<file path="config.mk">
export PLATFORM = sky130hd
export DESIGN_NAME = lsu
export DESIGN_NICKNAME = d
export VERILOG_FILES = /design/src/rtl/lsu_pkg.sv /design/src/rtl/lsu_byte_lane.sv /design/src/rtl/lsu.sv
export SDC_FILE = /design/constraint.sdc
export NUM_CORES = 1
export LEC_CHECK = 0
export CORE_MARGIN = 10
export CORE_UTILIZATION = 49
export CTS_CLUSTER_SIZE = 10
export DETAILED_ROUTE_END_ITERATION = 10
export PLACE_DENSITY = 0.81
export RECOVER_POWER = 50
export SYNTH_ARGS = -nofsm -noshare
export SYNTH_HDL_FRONTEND = slang
export SYNTH_SLANG_ARGS = --single-unit
</file>
<file path="constraint.sdc">
create_clock -name clk -period 2.7 [get_ports clk]
set_input_delay 0.27 -clock clk [delete_from_list [all_inputs] [get_ports clk]]
set_output_delay 0.27 -clock clk [all_outputs]
set_load 0.03 [all_outputs]
</file>
<file path="src/rtl/lsu_pkg.sv">
// -----------------------------------------------------------------------------
// lsu_pkg
// Shared definitions for the load/store unit: access-size encodings, the
// controller state type and the alignment rule used when a request is taken.
// -----------------------------------------------------------------------------
package lsu_pkg;

    // Access-size encodings as presented by the core on 'size'
    localparam logic [1:0] SZ_B = 2'b00;
    localparam logic [1:0] SZ_H = 2'b01;
    localparam logic [1:0] SZ_W = 2'b10;

    // Controller states: idle, reading the target word, writing it back
    typedef enum logic [1:0] {
        IDLE = 2'b00,
        RD   = 2'b01,
        WR   = 2'b10
    } lsu_state_t;

    // A request is misaligned when the byte offset does not suit the size.
    // The reserved size encoding is always rejected.
    function automatic logic is_misaligned(input logic [1:0] sz, input logic [1:0] off);
        logic bad;
        case (sz)
            SZ_B:    bad = 1'b0;
            SZ_H:    bad = off[0];
            SZ_W:    bad = (off != 2'b00);
            default: bad = 1'b1;
        endcase
        return bad;
    endfunction

endpackage

</file>
<file path="src/rtl/lsu_byte_lane.sv">
// -----------------------------------------------------------------------------
// lsu_byte_lane
// Purely combinational lane steering for little-endian sub-word accesses.
//   i_word    : 32-bit word read from memory
//   i_wdata   : right-justified store data from the core
//   i_off     : byte offset within the word
//   i_size    : access size (SZ_B / SZ_H / SZ_W)
//   i_sign    : 1 = sign-extend loads, 0 = zero-extend
//   o_extract : load result, lane selected and extended
//   o_merge   : i_word with the addressed lane replaced by store data
// -----------------------------------------------------------------------------
module lsu_byte_lane
    import lsu_pkg::*;
(
    input  logic [31:0] i_word,
    input  logic [31:0] i_wdata,
    input  logic [1:0]  i_off,
    input  logic [1:0]  i_size,
    input  logic        i_sign,
    output logic [31:0] o_extract,
    output logic [31:0] o_merge
);

    logic [7:0]  w_byte;
    logic [15:0] w_half;

    // Byte lane is chosen by the full offset, half lane by its upper bit only
    // (halfword accesses are already known to be aligned here).
    always_comb begin
        w_byte = i_word[{i_off, 3'b000} +: 8];
        w_half = i_word[{i_off[1], 4'b0000} +: 16];
        case (i_size)
            SZ_B:    o_extract = i_sign ? {{24{w_byte[7]}}, w_byte} : {24'h000000, w_byte};
            SZ_H:    o_extract = i_sign ? {{16{w_half[15]}}, w_half} : {16'h0000, w_half};
            default: o_extract = i_word;
        endcase
    end

    // Read-modify-write merge: keep every lane except the one being stored.
    always_comb begin
        o_merge = i_word;
        case (i_size)
            SZ_B:    o_merge[{i_off, 3'b000} +: 8]     = i_wdata[7:0];
            SZ_H:    o_merge[{i_off[1], 4'b0000} +: 16] = i_wdata[15:0];
            default: o_merge = i_wdata;
        endcase
    end

endmodule

</file>
<file path="src/rtl/lsu.sv">
// -----------------------------------------------------------------------------
// lsu
// Load/store unit between the core memory stage and a word-wide, byte-addressed
// data memory with combinational read data.
//   clk, reset        : clock, asynchronous active-low reset
//   req/we/size/sign  : request valid, store/load, access size, load extension
//   addr, wdata       : byte address, right-justified store data
//   ready             : idle and able to take a request
//   done, err         : completion pulse, misalignment pulse (with done)
//   rdata             : load result, held after done
//   dm_MemWrite       : memory write enable (from state only)
//   dm_addr, dm_din   : word-aligned memory address, memory write data
//   dm_dout           : memory read data
// -----------------------------------------------------------------------------
module lsu
    import lsu_pkg::*;
#(
    parameter int ADDR_W = 32
) (
    input  logic              clk,
    input  logic              reset,
    input  logic              req,
    input  logic              we,
    input  logic [1:0]        size,
    input  logic              sign,
    input  logic [ADDR_W-1:0] addr,
    input  logic [31:0]       wdata,
    output logic              ready,
    output logic              done,
    output logic              err,
    output logic [31:0]       rdata,
    output logic              dm_MemWrite,
    output logic [ADDR_W-1:0] dm_addr,
    output logic [31:0]       dm_din,
    input  logic [31:0]       dm_dout
);

    lsu_state_t  r_state;
    logic [1:0]  r_off;
    logic [1:0]  r_size;
    logic        r_sign;
    logic        r_we;
    logic [31:0] r_wdata;
    logic        r_done;
    logic        r_err;
    logic [31:0] r_rdata;
    logic [ADDR_W-1:0] r_dm_addr;
    logic [31:0] r_dm_din;

    logic [31:0] w_extract;
    logic [31:0] w_merge;

    lsu_byte_lane u_lane (
        .i_word    (dm_dout),
        .i_wdata   (r_wdata),
        .i_off     (r_off),
        .i_size    (r_size),
        .i_sign    (r_sign),
        .o_extract (w_extract),
        .o_merge   (w_merge)
    );

    // Write enable comes from the registered state alone, so reset drops it
    // immediately and a request can never cause a spurious write.
    assign dm_MemWrite = (r_state == WR);
    assign ready       = (r_state == IDLE);
    assign done        = r_done;
    assign err         = r_err;
    assign rdata       = r_rdata;
    assign dm_addr     = r_dm_addr;
    assign dm_din      = r_dm_din;

    // Controller: word stores skip the read, sub-word stores read then write,
    // loads finish in the read cycle. done/err are single-cycle pulses.
    always_ff @(posedge clk or negedge reset) begin
        if (!reset) begin
            r_state   <= IDLE;
            r_off     <= 2'b00;
            r_size    <= SZ_B;
            r_sign    <= 1'b0;
            r_we      <= 1'b0;
            r_wdata   <= 32'h0;
            r_done    <= 1'b0;
            r_err     <= 1'b0;
            r_rdata   <= 32'h0;
            r_dm_addr <= '0;
            r_dm_din  <= 32'h0;
        end else begin
            r_done <= 1'b0;
            r_err  <= 1'b0;
            case (r_state)
                IDLE: begin
                    if (req) begin
                        r_dm_addr <= {addr[ADDR_W-1:2], 2'b00};
                        r_off     <= addr[1:0];
                        r_size    <= size;
                        r_sign    <= sign;
                        r_we      <= we;
                        r_wdata   <= wdata;
                        if (is_misaligned(size, addr[1:0])) begin
                            r_done <= 1'b1;
                            r_err  <= 1'b1;
                        end else if (we && (size == SZ_W)) begin
                            r_dm_din <= wdata;
                            r_state  <= WR;
                        end else begin
                            r_state <= RD;
                        end
                    end
                end
                RD: begin
                    if (r_we) begin
                        r_dm_din <= w_merge;
                        r_state  <= WR;
                    end else begin
                        r_rdata <= w_extract;
                        r_done  <= 1'b1;
                        r_state <= IDLE;
                    end
                end
                WR: begin
                    r_done  <= 1'b1;
                    r_state <= IDLE;
                end
                default: r_state <= IDLE;
            endcase
        end
    end

endmodule

</file>
Word-level counts from Yosys, hierarchy flattened. Index checks and enable logic that the tools add are counted.

Output and inout port bits: 100. Input port bits: 103. Logic and storage cells: 63. Bits in registers: 136.

Shift-type cells: 6. Bitwise logic cells: 1. Add/sub/neg operators: 2. Muxes and demuxes: 24. Equal/unequal tests: 9. Reduce and logical (&&, ||, !) cells: 10.

Operator list (number): 32-bit 2-to-1 mux (6); 32-bit one-hot mux with 2 select lines (3); 32-bit bitwise mux (2); 16-bit by 7-bit variable shift with 32-bit output (first input constant) (1); 8-bit by 7-bit variable shift with 32-bit output (first input constant) (1); 16-bit by 7-bit variable part select with 32-bit output (1); 32-bit by 6-bit variable part select with 16-bit output (1); 32-bit by 6-bit variable part select with 8-bit output (1); 8-bit by 7-bit variable part select with 32-bit output (1); 5-bit negator with 7-bit output (2); 2-bit 2-to-1 mux (4); 2-bit by 1-bit equality test with 1-bit output (second input constant) (3); 2-bit zero test (3); 1-bit 2-to-1 mux (6); 2-bit != test (second input constant) (3); 1-bit one-hot mux with 3 select lines (2); 2-bit AND reduction (3); 5-bit AND reduction (1); 2-bit equality test (second input constant) (2); 2-bit one-hot mux with 2 select lines (1); 2-bit nonzero test (2); 2-bit by 1-bit != test with 1-bit output (second input constant) (1); 1-bit logical AND (1); 1-bit NOT (1).

Longest topological paths before layout. Gate-level depths: netlist (run 1).

Depth after elaboration: 7. Gate-level depth with buffers: 10. Gate-level depth less buffers: 6.

Cells and area by module. A second synthesis (run 1) with hierarchy kept.

Cell total of the unflattened synthesis: 615. Area, all modules: 7546.0 µm².

Modules (own cells, without submodules): lsu (area an instance 5726.7 µm², times used 1, seq. area each 3403.3 µm², cells an instance 340); lsu_byte_lane (area an instance 1819.2 µm², times used 1, seq. area each 0.0 µm², cells an instance 275).

Least setup slack after synthesis (run 1). OpenSTA, ideal clock, no wires.

Kind: register to register. Start: register r_off[1]. End: register r_dm_din[21] (netlist: dm_din[21]). Setup time: 95 ps. Required time: 2605 ps. Cell stages (with the launch flop): 10. Buffers on the path: 3. Arrival time: 2257 ps. Period minus slack after synthesis: 2352 ps. Setup slack: 348 ps. Cells stage by stage: dfrtp_1 -> buf_2 -> buf_4 -> clkinv_1 -> ha_1 -> clkbuf_1 -> or3b_2 -> o22ai_1 -> a221oi_1 -> o31ai_1.

Cells in the longest elaborated chain, start to end: 6. Elaborated cells between the ends (all ways): 11. Classes of those cells: add/sub (2); shift (4); mux (5).

RTL lines: start, declared (line lsu.sv:39) `logic [1:0] r_off;`; start signal, assigned (line lsu.sv:95) `r_off <= addr[1:0];`; 5-bit negator with 7-bit output, on equally long branches (line lsu_byte_lane.sv:44, lsu_byte_lane.sv:43); 16-bit by 7-bit variable part select with 32-bit output (tied with other cells) (line lsu_byte_lane.sv:44) `SZ_H: o_merge[{i_off[1], 4'b0000} +: 16] = i_wdata[15:0];`; 32-bit bitwise mux, on equally long branches (line lsu_byte_lane.sv:44, lsu_byte_lane.sv:43); 32-bit one-hot mux with 2 select lines (*) (line lsu_byte_lane.sv:42) `case (i_size)`; 32-bit 2-to-1 mux (*) (line lsu.sv:112) `if (r_we) begin`; 32-bit one-hot mux with 2 select lines (*) (line lsu.sv:91) `case (r_state)`; end signal, assigned (line lsu.sv:104) `r_dm_din <= wdata;`; end signal, assigned (line lsu.sv:113) `r_dm_din <= w_merge;`; end, declared (line lsu.sv:48) `logic [31:0] r_dm_din;`.

Every way passes the cells marked *; elsewhere a longest branch is shown, timed or not. The select of a mux whose other input is x is not followed. A chain may end at the register's enable or synchronous reset.

Worst setup path after layout (run 1).
Start: register r_state[1]. End: register r_dm_addr[17] (netlist: dm_addr[17]).

Cells in the longest elaborated chain, start to end: 2.

RTL lines: start, declared (line lsu.sv:38) `lsu_state_t r_state;`; start signal, assigned (line lsu.sv:77) `r_state <= IDLE;`; start signal, assigned (line lsu.sv:105) `r_state <= WR;`; start signal, assigned (line lsu.sv:107) `r_state <= RD;`; 2-bit zero test (line lsu.sv:91); 2-bit AND reduction (no line); end signal, assigned (line lsu.sv:94) `r_dm_addr <= {addr[ADDR_W-1:2], 2'b00};`; end, declared (line lsu.sv:47) `logic [ADDR_W-1:0] r_dm_addr;`.

Every way passes these cells.

==> results of run 1 <==
-- metal layers --
layer  wire (um)  vias up  GRT usage  share of wire
li1            -     3173          -              -
met1       10240     3358     0.3064           0.40
met2       11160      452     0.3720           0.44
met3        3327       55     0.1061           0.13
met4         676        0    0.08686          0.027
met5           0        -          0              0
-- cells by family after synthesis --
kind of cell	count (synthesis)	share of synthesized area
compound gates	254	0.2312
simple gates	202	0.1383
flops	136	0.4617
buf+inv	103	0.06247
mux	63	0.09727
fa+ha+maj	5	0.008488
other cells	1	0.0005088
-- area by class of cell --
cell class / count / area (sq um) / share of cell area
tap: 184 / 230.2 / 0.02280
clock inverter: 8 / 146.4 / 0.01450
clock buffer: 23 / 457.9 / 0.04535
sequential: 136 / 3405 / 0.3371
timing repair buffer: 229 / 2221 / 0.2199
inverter: 34 / 127.6 / 0.01264
multi-input combinational: 526 / 3511 / 0.3477
-- power groups by stage --
stage	clock (uW)	combinational (uW)	sequential [uW]
3_5_place_dp	0	4470	3200
2_1_floorplan	0	1420	4260
6_report	2420	4420	3190
5_1_grt	2540	4700	3260
3_3_place_gp	0	4410	3190
4_1_cts	2440	4480	3190
-- critical path, stage by stage, from the launching register on --
cell,delay (ns)
dfrtp_1,0.43
nor3b_1,0.37
clkbuf_4,0.92
mux2_2,0.43
-- sequential cells by signal (all words and copies together), names as in the netlist --
| name | cells |
|---|---|
| dm_addr | 30 |
| dm_din | 32 |
| done | 1 |
| err | 1 |
| r_off | 2 |
| r_sign | 1 |
| r_size | 2 |
| r_state | 2 |
| r_wdata | 32 |
| r_we | 1 |
| rdata | 32 |
-- worst max-delay path by stage --
| stage | startpoint | endpoint | slack [ns] | depth (start not counted) |
|---|---|---|---|---|
| 2_1_floorplan | r_off[1]$_DFFE_PN0P_ | dm_din[21]$_DFFE_PN0P_ | 0.35 | 9 |
| 3_3_place_gp | size[0] | dm_din[11]$_DFFE_PN0P_ | 0.41 | 6 |
| 3_5_place_dp | size[0] | dm_din[11]$_DFFE_PN0P_ | 0.29 | 6 |
| 4_1_cts | r_state[1]$_DFFE_PN0P_ | ready | 0.41 | 2 |
| 5_1_grt | reset | r_size[1]$_DFFE_PN0P_ | 0.26 | 3 |
| 6_report | r_state[1]$_DFFE_PN0P_ | dm_addr[17]$_DFFE_PN0P_ | 0.40 | 3 |
-- per-stage QoR --
step	power (uW)	area (sq um)	cells	hold slack, ns
floorplan	5681	7375	765	-0.02559
global placement	7600	9523	1108	0.2306
detailed placement	7667	9523	1108	0.2377
CTS	10110	10140	1140	0.3698
global route	10490	10100	1140	0.4342
finish	10030	10100	1140	0.4176
-- synth_stat cells (20+ instances only) --
cell type / number / share of area
o21ai_0: 79 / 0.054
a21oi_1: 20 / 0.014
a31oi_1: 24 / 0.020
o31ai_1: 22 / 0.022
mux2_2: 59 / 0.090
clkbuf_1: 40 / 0.020
inv_1: 33 / 0.017
nor2_1: 54 / 0.027
o22ai_1: 30 / 0.025
nand2_1: 69 / 0.035
dfrtp_1: 136 / 0.46
nor2b_1: 20 / 0.017
a221oi_1: 22 / 0.026
-- what timing repair did --
item                                   CTS  global route
endpoints found under the hold margin   48             0
gates resized for setup                  0             0
hold buffers                             1             0
==> flow_summary.yaml, run 1 <==
sta:
  fin_worst_skew_ns: 0.009425
  setup_tns_ns: 0
  max_freq_mhz: 435.4
  slew_violations: 0
  period_minus_slack_ns: 2.297
  finalHoldViolCount: 0
  setup_ws_ns: 0.4030
  relSlewSlack: 0.1640
  setup_viol: 0
  rsz0062_at_grt: "no"
  worst_pin_slew_ns: 1.254
  finalCritPeriodShare: 0.8507
setup_path:
  reg2reg_setup_slack_ns: 0.40
  startpoint_type: "register"
  crit_required_ns: 3.01
  crit-reg2reg-launch: "r_state[1]$_DFFE_PN0P_"
  path_class: "reg2reg"
  ff2ff_path_depth: 3
  crit_fanout: 80
  timing.rr.end: "dm_addr[17]$_DFFE_PN0P_"
  cp.arrival_ns: 2.60
  end_kind: "register"
global_routing:
  antenna_found_initial: 0
  grt_pass1_wl_um: 39210
  grt_pass1_vias: 6993
  grt_max_degree: 89
  grt_overflow_total: 0
  gr-usage-all-layers: 0.2454
placement:
  portBuffers: 200
  post-place-ws_ns: 0.2904
  place_congestion: 0.9976
  detailed_place_hpwl_um: 18600
pwr:
  leakage_uw: 0.004160
  ir_worst_vdd_mv: 0.5031
  p_seq_frac: 0.318
  switchingPower_uw: 3919
  power_density_nw_per_um2: 992.8
  intPower_uw: 6107
  clockPowerShare: 0.242
  p_comb_frac: 0.441
  swShare: 0.3908
synth:
  synth_seq_cells: 136
  avgSynthCellArea_sq_um: 9.648
  synth-warning-count: 0
  synthFlopType: "dfrtp_1"
  post_synth_inst_count: 764
  synthDistinctLibCells: 47
  synth_edf_count: 0
  ys_seq_area_frac: 0.4617
  async_reset_ff_frac: 1.000
  syn_area_sq_um: 7371
clock_tree:
  insertion_delay_ns: 0.43
  cts_tree: "yes"
  cts.sinks: 136
  postCtsSetupRepairBufs: 0
  clk_pin_slew_ns: 0.06
  clock_path_buffers: 2
  numCtsBuffers: 17
  h-tree-depth: 4
  cts_root_buf: "clkbuf_16"
drt:
  drtIter0Drc: 834
  vias: 7038
  antenna_left: 0
  drt_pass1_iterations: 6
  remaining_drc_errors: 0
  wl_per_cell_um: 22.28
  drt-total-wl_um: 25400
  vias_per_cell: 6.174
floorplanning:
  coreArea_sq_um: 14640
  die_area_sq_um: 20350
  start_util: 0.5033
  fp-row-count: 44
  die_x_um: 142.6
  ios: 203
  die_h_um: 142.6
worst_hold_path:
  hold_path_class: "in2reg"
  holdPathEnd: "r_state[0]$_DFFE_PN0P_"
  min_path_cells: 3
  hold_path.startpoint: "req"
finish:
  mostFrequentLayoutCell: "clkdlybuf4s50_1"
  diodes: 0
  final_cell_mix: "clkdlybuf4s50_1 (181), dfrtp_1 (135), o21ai_0 (79)"
  fill_cells: 1151
  drive_above_1_share: 0.1381
  final_nets: 1052
  syn_to_final_growth_pct: 37.01
  utilization: 0.6896
job:
  cap_violations: 0
outcome:
  status: "completed"
(Power assumes the default switching activity.)
==> run 2, diff against run 1 <==
--- a/config.mk
+++ b/config.mk
@@ -10,7 +10,6 @@
 export CTS_CLUSTER_SIZE = 10
 export DETAILED_ROUTE_END_ITERATION = 10
 export PLACE_DENSITY = 0.81
-export RECOVER_POWER = 50
 export SYNTH_ARGS = -nofsm -noshare
 export SYNTH_HDL_FRONTEND = slang
 export SYNTH_SLANG_ARGS = --single-unit
==> run 2 against run 1 <==
  * Critical path depth decreased by 1
  * Sequential cell count unchanged
  * Total power increased by 0.59%
  * Largest power group unchanged
  * Non-clock buffer count unchanged
  * Worst setup slack improved by 0.025 ns
  * Die area unchanged
  * Sequential power about the same
  * Clock power about the same
  * Critical endpoint is now ready
  * Combinational power increased by 1%
  * Critical path type is now reg2out
  * Cell area increased by 0.38%
==> flow_summary.yaml, run 2 (synthesized netlist as in run 1, its figures left out) <==
finish:
  diodes: 0
  final_cell_mix: "clkdlybuf4s50_1 (199), dfrtp_1 (135), o21ai_0 (79)"
  mostFrequentLayoutCell: "clkdlybuf4s50_1"
  final_nets: 1052
  syn_to_final_growth_pct: 37.53
  drive_above_1_share: 0.1391
  utilization: 0.6922
setup_path:
  crit-reg2reg-launch: "r_off[1]$_DFFE_PN0P_"
  crit_required_ns: 2.43
  startpoint_type: "register"
  cp.arrival_ns: 2.00
  end_kind: "output port"
  reg2reg_setup_slack_ns: 0.43
  timing.rr.end: "dm_din[23]$_DFFE_PN0P_"
  ff2ff_path_depth: 6
  crit_fanout: 6
  path_class: "reg2out"
pwr:
  p_comb_frac: 0.443
  p_seq_frac: 0.316
  leakage_uw: 0.004163
  power.total_uw: 10090
  switchingPower_uw: 3931
  ir_worst_vdd_mv: 0.5035
  swShare: 0.3897
  power_density_nw_per_um2: 994.9
  clockPowerShare: 0.241
  intPower_uw: 6154
sta:
  setup_viol: 0
  relSlewSlack: 0.5209
  finalCritPeriodShare: 0.8415
  slew_violations: 0
  period_minus_slack_ns: 2.272
  fin_worst_skew_ns: 0.01057
  max_freq_mhz: 440.1
  setup_tns_ns: 0
  finalHoldViolCount: 0
  worst_pin_slew_ns: 0.7187
  rsz0062_at_grt: "no"
placement:
  place_congestion: 0.9976
  detailed_place_hpwl_um: 18600
  portBuffers: 200
clock_tree:
  cts_root_buf: "clkbuf_16"
  insertion_delay_ns: 0.43
  h-tree-depth: 4
  numCtsBuffers: 17
  cts.sinks: 136
  cts_tree: "yes"
  cts_resized: 0
  clock_path_buffers: 2
  clk_pin_slew_ns: 0.06
drt:
  wl_per_cell_um: 22.36
  vias: 7028
  remaining_drc_errors: 0
  drt-total-wl_um: 25490
  drt_pass1_iterations: 6
  drtIter0Drc: 780
  antenna_left: 0
  vias_per_cell: 6.165
global_routing:
  grt_overflow_total: 0
  grt_max_degree: 89
  grt_pass1_vias: 6993
  gr-usage-all-layers: 0.2454
  grt_pass1_wl_um: 39210
  antenna_found_initial: 0
floorplanning:
  coreArea_sq_um: 14640
  die_area_sq_um: 20350
  fp-row-count: 44
  die_x_um: 142.6
  die_h_um: 142.6
  ios: 203
  start_util: 0.5033
job:
  cap_violations: 0
worst_hold_path:
  hold_path_class: "in2async"
outcome:
  status: "completed"
==> run 2: cell types whose count changed in the layout (fill, tap and decap cells not counted) <==
cell,before,now
and2_0,1,0
clkdlybuf4s50_1,181,199
clkbuf_2,1,0
dlygate4sd3_1,19,1
nor3b_4,0,1
nor3b_1,1,0
buf_12,0,2
and2_1,0,1
clkbuf_4,1,0
==> run 2: per-stage QoR <==
stage          cell area, sq um  setup WS [ns]  hold slack (ns)  std cells
3_3_place_gp               9523         0.4094           0.2306       1108
3_5_place_dp               9523         0.2904           0.2377       1108
2_1_floorplan              7375         0.3475         -0.02559        765
4_1_cts                   10140         0.4107           0.3698       1140
6_report                  10140         0.4279           0.3520       1140
5_1_grt                   10140         0.3286           0.4174       1140
==> run 2: power groups by stage <==
| stage | Combinational [uW] | Clock (uW) | Sequential, uW |
|---|---|---|---|
| 2_1_floorplan | 1420 | 0 | 4260 |
| 4_1_cts | 4480 | 2440 | 3190 |
| 6_report | 4470 | 2430 | 3190 |
| 3_3_place_gp | 4410 | 0 | 3190 |
| 3_5_place_dp | 4470 | 0 | 3200 |
| 5_1_grt | 4750 | 2540 | 3270 |
==> run 2: critical path: stages (launching register included) <==
cell and delay [ns]:
dfrtp_1 0.46, nor2_1 0.34, clkdlybuf4s50_1 0.78
==> run 2: cell type report <==
cell class,count,area [sq um]
clock buffers,23,457.9
clock inverters,8,146.4
fillers,1142,4507
inverters,34,127.6
multi-input cells,526,3522
flip-flops and latches,136,3405
well taps,184,230.2
repair buffers,229,2248
==> run 2: worst max path at each step <==
stage | from | end | slack, ns
2_1_floorplan | r_off[1]$_DFFE_PN0P_ | dm_din[21]$_DFFE_PN0P_ | 0.35
3_3_place_gp | size[0] | dm_din[11]$_DFFE_PN0P_ | 0.41
3_5_place_dp | size[0] | dm_din[11]$_DFFE_PN0P_ | 0.29
4_1_cts | r_state[1]$_DFFE_PN0P_ | ready | 0.41
5_1_grt | r_off[1]$_DFFE_PN0P_ | rdata[13]$_DFFE_PN0P_ | 0.33
6_report | r_state[0]$_DFFE_PN0P_ | ready | 0.43
==> run 2: metal layers <==
layer	up-vias	share of wire	GRT usage
met5	-	0	0
met4	0	0.029	0.08686
met3	64	0.13	0.1061
met2	449	0.44	0.3720
met1	3359	0.40	0.3064
li1	3156	-	-
==> run 2: timing repair <==
| item | in CTS | in global routing |
|---|---|---|
| setup buffers | 0 | 0 |
| endpoints found under the setup margin | 0 | 0 |
| hold endpoints to repair | 48 | 0 |
| hold buffers | 1 | 0 |
